## config.mk

```make
export PLATFORM = sky130hd
export DESIGN_NAME = ps2_scan_decoder
export DESIGN_NICKNAME = d
export VERILOG_FILES = /design/src/rtl/ps2_pkg.sv /design/src/rtl/ps2_event_fifo.sv /design/src/rtl/ps2_scan_decoder.sv
export SDC_FILE = /design/constraint.sdc
export NUM_CORES = 1
export LEC_CHECK = 0
export BUFFER_PORTS_ARGS = -buffer_cell sky130_fd_sc_hd__clkbuf_2
export CAP_MARGIN = 20
export CORE_MARGIN = 1
export CORE_UTILIZATION = 60
export DETAILED_ROUTE_END_ITERATION = 8
export GPL_TIMING_DRIVEN = 0
export PLACE_DENSITY = 0.87
export RECOVER_POWER = 50
export SLEW_MARGIN = 20
export SYNTH_ARGS = -nofsm -noshare
export SYNTH_HDL_FRONTEND = slang
export SYNTH_SLANG_ARGS = --single-unit
```

## constraint.sdc

```tcl
create_clock -name clk -period 3 [get_ports clk]
set_input_delay 0.9 -clock clk [delete_from_list [all_inputs] [get_ports clk]]
set_output_delay 0.9 -clock clk [all_outputs]
set_load 0.05 [all_outputs]
```

## src/rtl/ps2_pkg.sv

```systemverilog
// Shared constants, event field positions and FSM state type for the PS/2
// Set-2 scancode decoder.
package ps2_pkg;

  localparam logic [7:0] SC_EXT    = 8'hE0;
  localparam logic [7:0] SC_BRK    = 8'hF0;
  localparam logic [7:0] SC_LSHIFT = 8'h12;
  localparam logic [7:0] SC_RSHIFT = 8'h59;
  localparam logic [7:0] SC_CTRL   = 8'h14;
  localparam logic [7:0] SC_ALT    = 8'h11;

  localparam int EV_EXT = 9;
  localparam int EV_BRK = 8;

  typedef enum logic [1:0] {
    ST_IDLE     = 2'd0,
    ST_GOT_E0   = 2'd1,
    ST_GOT_F0   = 2'd2,
    ST_GOT_E0F0 = 2'd3
  } ps2_state_t;

  function automatic logic is_prefix(input logic [7:0] b);
    return (b == SC_EXT) || (b == SC_BRK);
  endfunction

endpackage

```

## src/rtl/ps2_event_fifo.sv

```systemverilog
// Synchronous FIFO with show-ahead head, occupancy count and a sticky
// overflow flag raised when a write is dropped because the FIFO is full.
module ps2_event_fifo #(
  parameter int WIDTH = 10,
  parameter int DEPTH = 8
) (
  input  logic                     clk,
  input  logic                     reset,
  input  logic                     i_wr,
  input  logic [WIDTH-1:0]         i_wr_data,
  input  logic                     i_rd,
  output logic [WIDTH-1:0]         o_rd_data,
  output logic                     o_empty,
  output logic                     o_full,
  output logic [$clog2(DEPTH):0]   o_count,
  output logic                     o_overflow
);

  localparam int AW = $clog2(DEPTH);

  logic [WIDTH-1:0] r_mem [DEPTH];
  logic [AW-1:0]    r_wr_ptr;
  logic [AW-1:0]    r_rd_ptr;
  logic [AW:0]      r_count;
  logic             r_overflow;
  logic             w_do_rd;
  logic             w_do_wr;

  assign o_empty    = (r_count == '0);
  assign o_full     = (r_count == (AW+1)'(DEPTH));
  assign o_count    = r_count;
  assign o_overflow = r_overflow;
  // Empty FIFO shows zero rather than stale memory.
  assign o_rd_data  = o_empty ? '0 : r_mem[r_rd_ptr];

  // A read on empty is ignored; a write when full only lands if a read frees a slot.
  assign w_do_rd = i_rd & ~o_empty;
  assign w_do_wr = i_wr & (~o_full | w_do_rd);

  always_ff @(posedge clk) begin
    if (w_do_wr) r_mem[r_wr_ptr] <= i_wr_data;
  end

  always_ff @(posedge clk or posedge reset) begin
    if (reset) begin
      r_wr_ptr   <= '0;
      r_rd_ptr   <= '0;
      r_count    <= '0;
      r_overflow <= 1'b0;
    end else begin
      if (w_do_wr) r_wr_ptr <= r_wr_ptr + 1'b1;
      if (w_do_rd) r_rd_ptr <= r_rd_ptr + 1'b1;
      if (w_do_wr && !w_do_rd)      r_count <= r_count + 1'b1;
      else if (w_do_rd && !w_do_wr) r_count <= r_count - 1'b1;
      if (i_wr && !w_do_wr) r_overflow <= 1'b1;
    end
  end

endmodule

```

## src/rtl/ps2_scan_decoder.sv

```systemverilog
// Assembles PS/2 Set-2 prefix sequences into {ext, brk, code} events, tracks
// modifier keys and buffers events, throttling the receiver as the FIFO fills.
module ps2_scan_decoder
  import ps2_pkg::*;
#(
  parameter int DEPTH   = 8,
  parameter int TIMEOUT = 1_000_000
) (
  input  logic                   clk,
  input  logic                   reset,
  input  logic                   rx_done_tick,
  input  logic [7:0]             scan_in,
  output logic                   rx_en,
  input  logic                   ev_rd,
  output logic [9:0]             ev_data,
  output logic                   ev_empty,
  output logic [$clog2(DEPTH):0] ev_count,
  output logic                   overflow,
  output logic                   shift_held,
  output logic                   ctrl_held,
  output logic                   alt_held,
  output ps2_state_t             dbg_state
);

  localparam int CW  = $clog2(TIMEOUT + 1);
  localparam int CNW = $clog2(DEPTH) + 1;

  ps2_state_t r_state;
  ps2_state_t w_state_nx;
  logic [CW-1:0] r_tmo_cnt;
  logic       w_emit;
  logic [9:0] w_ev;
  logic       w_full;
  logic       w_make;
  logic       r_rx_en;
  logic       r_lshift, r_rshift, r_lctrl, r_rctrl, r_lalt, r_ralt;

  assign dbg_state = r_state;

  always_ff @(posedge clk or posedge reset) begin
    if (reset) r_state <= ST_IDLE;
    else       r_state <= w_state_nx;
  end

  always_comb begin
    w_state_nx = r_state;
    w_emit     = 1'b0;
    w_ev       = '0;
    if (rx_done_tick) begin
      case (r_state)
        ST_IDLE: begin
          if (scan_in == SC_EXT)      w_state_nx = ST_GOT_E0;
          else if (scan_in == SC_BRK) w_state_nx = ST_GOT_F0;
          else begin
            w_emit = 1'b1;
            w_ev   = {2'b00, scan_in};
          end
        end
        ST_GOT_E0: begin
          if (scan_in == SC_BRK)      w_state_nx = ST_GOT_E0F0;
          else if (scan_in != SC_EXT) begin
            w_emit     = 1'b1;
            w_ev       = {2'b10, scan_in};
            w_state_nx = ST_IDLE;
          end
        end
        ST_GOT_F0: begin
          if (!is_prefix(scan_in)) begin
            w_emit     = 1'b1;
            w_ev       = {2'b01, scan_in};
            w_state_nx = ST_IDLE;
          end
        end
        default: begin
          if (!is_prefix(scan_in)) begin
            w_emit     = 1'b1;
            w_ev       = {2'b11, scan_in};
            w_state_nx = ST_IDLE;
          end
        end
      endcase
    end else if (r_state != ST_IDLE && r_tmo_cnt == CW'(TIMEOUT - 1)) begin
      // A prefix whose follow-up byte never arrived is abandoned silently.
      w_state_nx = ST_IDLE;
    end
  end

  always_ff @(posedge clk or posedge reset) begin
    if (reset)                                 r_tmo_cnt <= '0;
    else if (rx_done_tick || r_state == ST_IDLE) r_tmo_cnt <= '0;
    else                                       r_tmo_cnt <= r_tmo_cnt + 1'b1;
  end

  // Left/right keys are tracked separately so releasing one keeps the other held.
  assign w_make = ~w_ev[EV_BRK];

  always_ff @(posedge clk or posedge reset) begin
    if (reset) begin
      r_lshift <= 1'b0;
      r_rshift <= 1'b0;
      r_lctrl  <= 1'b0;
      r_rctrl  <= 1'b0;
      r_lalt   <= 1'b0;
      r_ralt   <= 1'b0;
    end else if (w_emit) begin
      case (w_ev[7:0])
        SC_LSHIFT: r_lshift <= w_make;
        SC_RSHIFT: r_rshift <= w_make;
        SC_CTRL: begin
          if (w_ev[EV_EXT]) r_rctrl <= w_make;
          else              r_lctrl <= w_make;
        end
        SC_ALT: begin
          if (w_ev[EV_EXT]) r_ralt <= w_make;
          else              r_lalt <= w_make;
        end
        default: ;
      endcase
    end
  end

  assign shift_held = r_lshift | r_rshift;
  assign ctrl_held  = r_lctrl | r_rctrl;
  assign alt_held   = r_lalt | r_ralt;

  ps2_event_fifo #(
    .WIDTH (10),
    .DEPTH (DEPTH)
  ) u_fifo (
    .clk        (clk),
    .reset      (reset),
    .i_wr       (w_emit),
    .i_wr_data  (w_ev),
    .i_rd       (ev_rd),
    .o_rd_data  (ev_data),
    .o_empty    (ev_empty),
    .o_full     (w_full),
    .o_count    (ev_count),
    .o_overflow (overflow)
  );

  // One free slot of slack absorbs a frame the receiver had already started.
  always_ff @(posedge clk or posedge reset) begin
    if (reset) r_rx_en <= 1'b1;
    else       r_rx_en <= (ev_count < CNW'(DEPTH - 1));
  end

  assign rx_en = r_rx_en;

endmodule

```

==> impl_metrics.toml <==
[worst_setup_path]
cp_top_family = "multiplexers"
max_stage_delay_ps = 560
cp.required_ps = 2100
arrival_ps = 2190
crit_path_end_kind = "primary output"
crit_chain = "buf_12 -> mux4_2 -> mux2i_2 -> nor2_1 -> clkbuf_8"
start_kind = "register"
critPathKind = "register to primary output"
crit_buf_inv = 2
crit_slowest_cell = "mux4_2"
crit_fanout = 10

[clock_tree]
cts_tree = "yes"
htree_levels = 4
clk_latency_ps = 530
cts.sinks = 120
cts-root-buf = "clkbuf_8"
clkTransAtPathRegs_ps = 60
cts_buffers = 17
clk_path_buf_depth = 2

[finish]
drive_gt1_share_pct = 27.2
multi_input_area_um2 = 1780
nFillCells = 464
antennaDiodeCount = 0
area_growth_pct = 20.7
ff_latch_area_um2 = 3410
final_util_pct = 76.0
nets = 436

[grt]
grtUsageTotal_pct = 28.8
grt_pass1_vias = 3346
grt_max_degree = 35
grt_antenna_before_repair = 0
overflow = 0
grt_pass1_wl_um = 18100

[run]
drv_cap = 1

[drt]
first_iter_violations = 284
drt.antenna.violating_nets = 0
firstDrtPassIters = 6
viasPerCell = 6.40
dr_total_vias = 3422
wl_per_cell_um = 22.5
drc = 0
drt-total-wl_um = 12000

[yosys]
postSynthNetCount = 374
synth_cell_type_count = 51
synth_edf_count = 80
ys_warn_count = 0
syn-instance-count = 355
ys_ff_latch = 120
synth_area_um2 = 5250
syn-mean-instance-area_um2 = 14.8
async_flop_share_pct = 33.3
synth_seq_area_share_pct = 64.9
synth_ff_type = "edfxtp_1"

[floorplanning]
ios = 34
dieArea_um2 = 9120
core_um2 = 8340
die_w_um = 95.5
num_rows = 33
initial_core_util_pct = 62.9
die_h_um = 95.5

[sta]
min_period_ps = 3090
max-slew-margin-rel_pct = -20.6
period_share_pct = 103
fmax_mhz = 324
rsz0062_at_grt = "yes"
final-setup-viol-count = 3
skew_ps = 6.81
fin_ws_ps = -85.1
maxSlewViolCount = 35
hold_viol_final = 0
tightest_slew_ps = 1810

[pwr]
power-per-cell-area_nw_per_um2 = 1030
leakagePower_nw = 2.39
ir_worst_vdd_mv = 0.545
total_power_mw = 6.53

[status]
violations = "capacitance limit, slew limit, setup timing"
status = "complete, but fails checks"

[worst_hold_path]
hp-class = "primary input to asynchronous set/reset pin"

[placement]
portBuffers = 33
gp_congestion = 0.865
dp_hpwl_um = 7040
## where the power goes
part	internal [mW]	switching, mW	total (mW)
Combinational	0.909	1.39	2.30
Sequential	2.03	0.206	2.24
Clock	1.20	0.794	1.99
Total	4.14	2.39	6.53
## layer usage
| metal | GRT usage [%] | share of wire [%] | vias to the layer above |
|---|---|---|---|
| met1 | 36.6 | 39 | 1743 |
| met3 | 6.30 | 6.8 | 26 |
| met2 | 47.3 | 51 | 173 |
| met5 | 0 | 0 | - |
| met4 | 13.8 | 2.9 | 0 |
| li1 | - | - | 1480 |
## worst paths after layout
kind,to,depth (start not counted),slack (ps),from
worst max-delay path,ev_data[4],5,-90,u_fifo.r_rd_ptr[0]$_DFFE_PP0P_
worst min-delay path,u_fifo.o_count[2]$_DFFE_PP0P_,2,260,reset
worst max register to register,u_fifo.o_count[3]$_DFFE_PP0P_,11,170,u_fifo.o_count[1]$_DFFE_PP0P_
worst min register to register,r_tmo_cnt[0]$_DFF_PP0_,1,460,r_tmo_cnt[0]$_DFF_PP0_
max in group asynchronous,u_fifo.r_rd_ptr[0]$_DFFE_PP0P_,3,630,reset
min in group clk,r_tmo_cnt[0]$_DFF_PP0_,1,460,r_tmo_cnt[0]$_DFF_PP0_
## Yosys cell counts, types with 2 or more instances
master | n | share of area (%)
and2_1 | 14 | 1.7
nor4b_1 | 3 | 0.50
nor2_1 | 30 | 2.1
nand3_1 | 8 | 0.76
o31ai_1 | 4 | 0.57
clkbuf_1 | 6 | 0.43
mux2i_1 | 16 | 3.1
ha_1 | 6 | 1.4
xor2_1 | 7 | 1.2
buf_4 | 3 | 0.43
and3_1 | 2 | 0.24
edfxtp_1 | 80 | 46
a21oi_1 | 10 | 0.95
mux2_2 | 2 | 0.43
o21bai_1 | 2 | 0.29
mux4_2 | 20 | 8.6
nor3_1 | 5 | 0.48
inv_1 | 10 | 0.72
buf_2 | 3 | 0.29
o21ai_0 | 6 | 0.57
nand4b_1 | 2 | 0.33
xnor2_1 | 9 | 1.5
nand3b_1 | 4 | 0.57
nand2_1 | 17 | 1.2
or3_1 | 7 | 0.83
nor4_1 | 4 | 0.48
nand2b_1 | 3 | 0.36
or4_1 | 4 | 0.57
nor2b_1 | 2 | 0.24
nand4_1 | 7 | 0.83
dfrtp_1 | 39 | 19
## layout by cell type, fill, tap and decap left out, types with 5 or more instances in the layout
master | Yosys | final
mux4_2 | 20 | 20
clkbuf_1 | 6 | 7
ha_1 | 6 | 6
clkinv_4 | 0 | 5
and2_0 | 0 | 6
mux2i_1 | 16 | 14
clkbuf_16 | 0 | 16
o21ai_0 | 6 | 6
or3_1 | 7 | 7
and2_1 | 14 | 8
xor2_1 | 7 | 7
buf_4 | 3 | 11
clkbuf_2 | 0 | 21
nand4_1 | 7 | 8
a21oi_1 | 10 | 10
nand3_1 | 8 | 8
xnor2_1 | 9 | 9
edfxtp_1 | 80 | 80
inv_1 | 10 | 10
nand2_1 | 17 | 17
dfrtp_1 | 39 | 38
inv_6 | 0 | 5
nor2_1 | 30 | 28
clkbuf_8 | 0 | 5
## metrics by stage
stage               hold slack (ps)  cell area (um2)  cells  worst slack (ps)  TNS, ps
floorplan                       424             5250    355              6.92        0
global placement                432             5550    493              -778   -30150
detailed placement              452             5630    499              -400   -10270
global route                    295             6340    535              -129     -632
CTS                             239             6330    533             -41.5    -99.4
finish                          264             6340    535             -85.1     -162
## cells by family after synthesis
| group | count (synthesis) | synth area share, % |
|---|---|---|
| compound gates | 28 | 3.36 |
| flops | 120 | 64.9 |
| xor+xnor | 16 | 2.67 |
| buf+inv | 23 | 1.93 |
| fa+ha+maj | 7 | 1.81 |
| simple gates | 122 | 13.1 |
| mux | 39 | 12.3 |
## layout make-up
type | count | area share, %
buffer | 13 | 1.70
clock buffer | 17 | 6.54
clock inverter | 15 | 2.65
inverter | 10 | 0.592
multi-input combinational | 212 | 28.1
sequential | 120 | 53.8
tap | 105 | 2.07
timing repair buffer | 43 | 4.56
## state kept, by name (all words and copies together), names as in the netlist
name               flops
dbg_state              2
r_lalt                 1
r_lctrl                1
r_lshift               1
r_ralt                 1
r_rctrl                1
r_rshift               1
r_tmo_cnt             20
rx_en                  1
u_fifo.o_count         4
u_fifo.o_overflow      1
u_fifo.r_mem          80
u_fifo.r_rd_ptr        3
u_fifo.r_wr_ptr        3
## worst register-to-register path: stages (launching register included)
cell	delay, ps
dfrtp_1	490
nor3_1	230
nand3b_1	310
nand2_4	260
inv_1	70
ha_1	210
inv_1	140
ha_1	270
a21o_1	190
a21oi_1	180
mux2i_1	230
xnor2_1	160
## repair_timing
| action | CTS | global route |
|---|---|---|
| pin swaps | 0 | 0 |
| buffers inserted | 2 | 1 |
| endpoints found under the setup margin | 11 | 12 |
| hold buffers | 0 | 0 |
| resized for setup | 30 | 14 |
No activity file was read; power rests on OpenSTA's default activity.
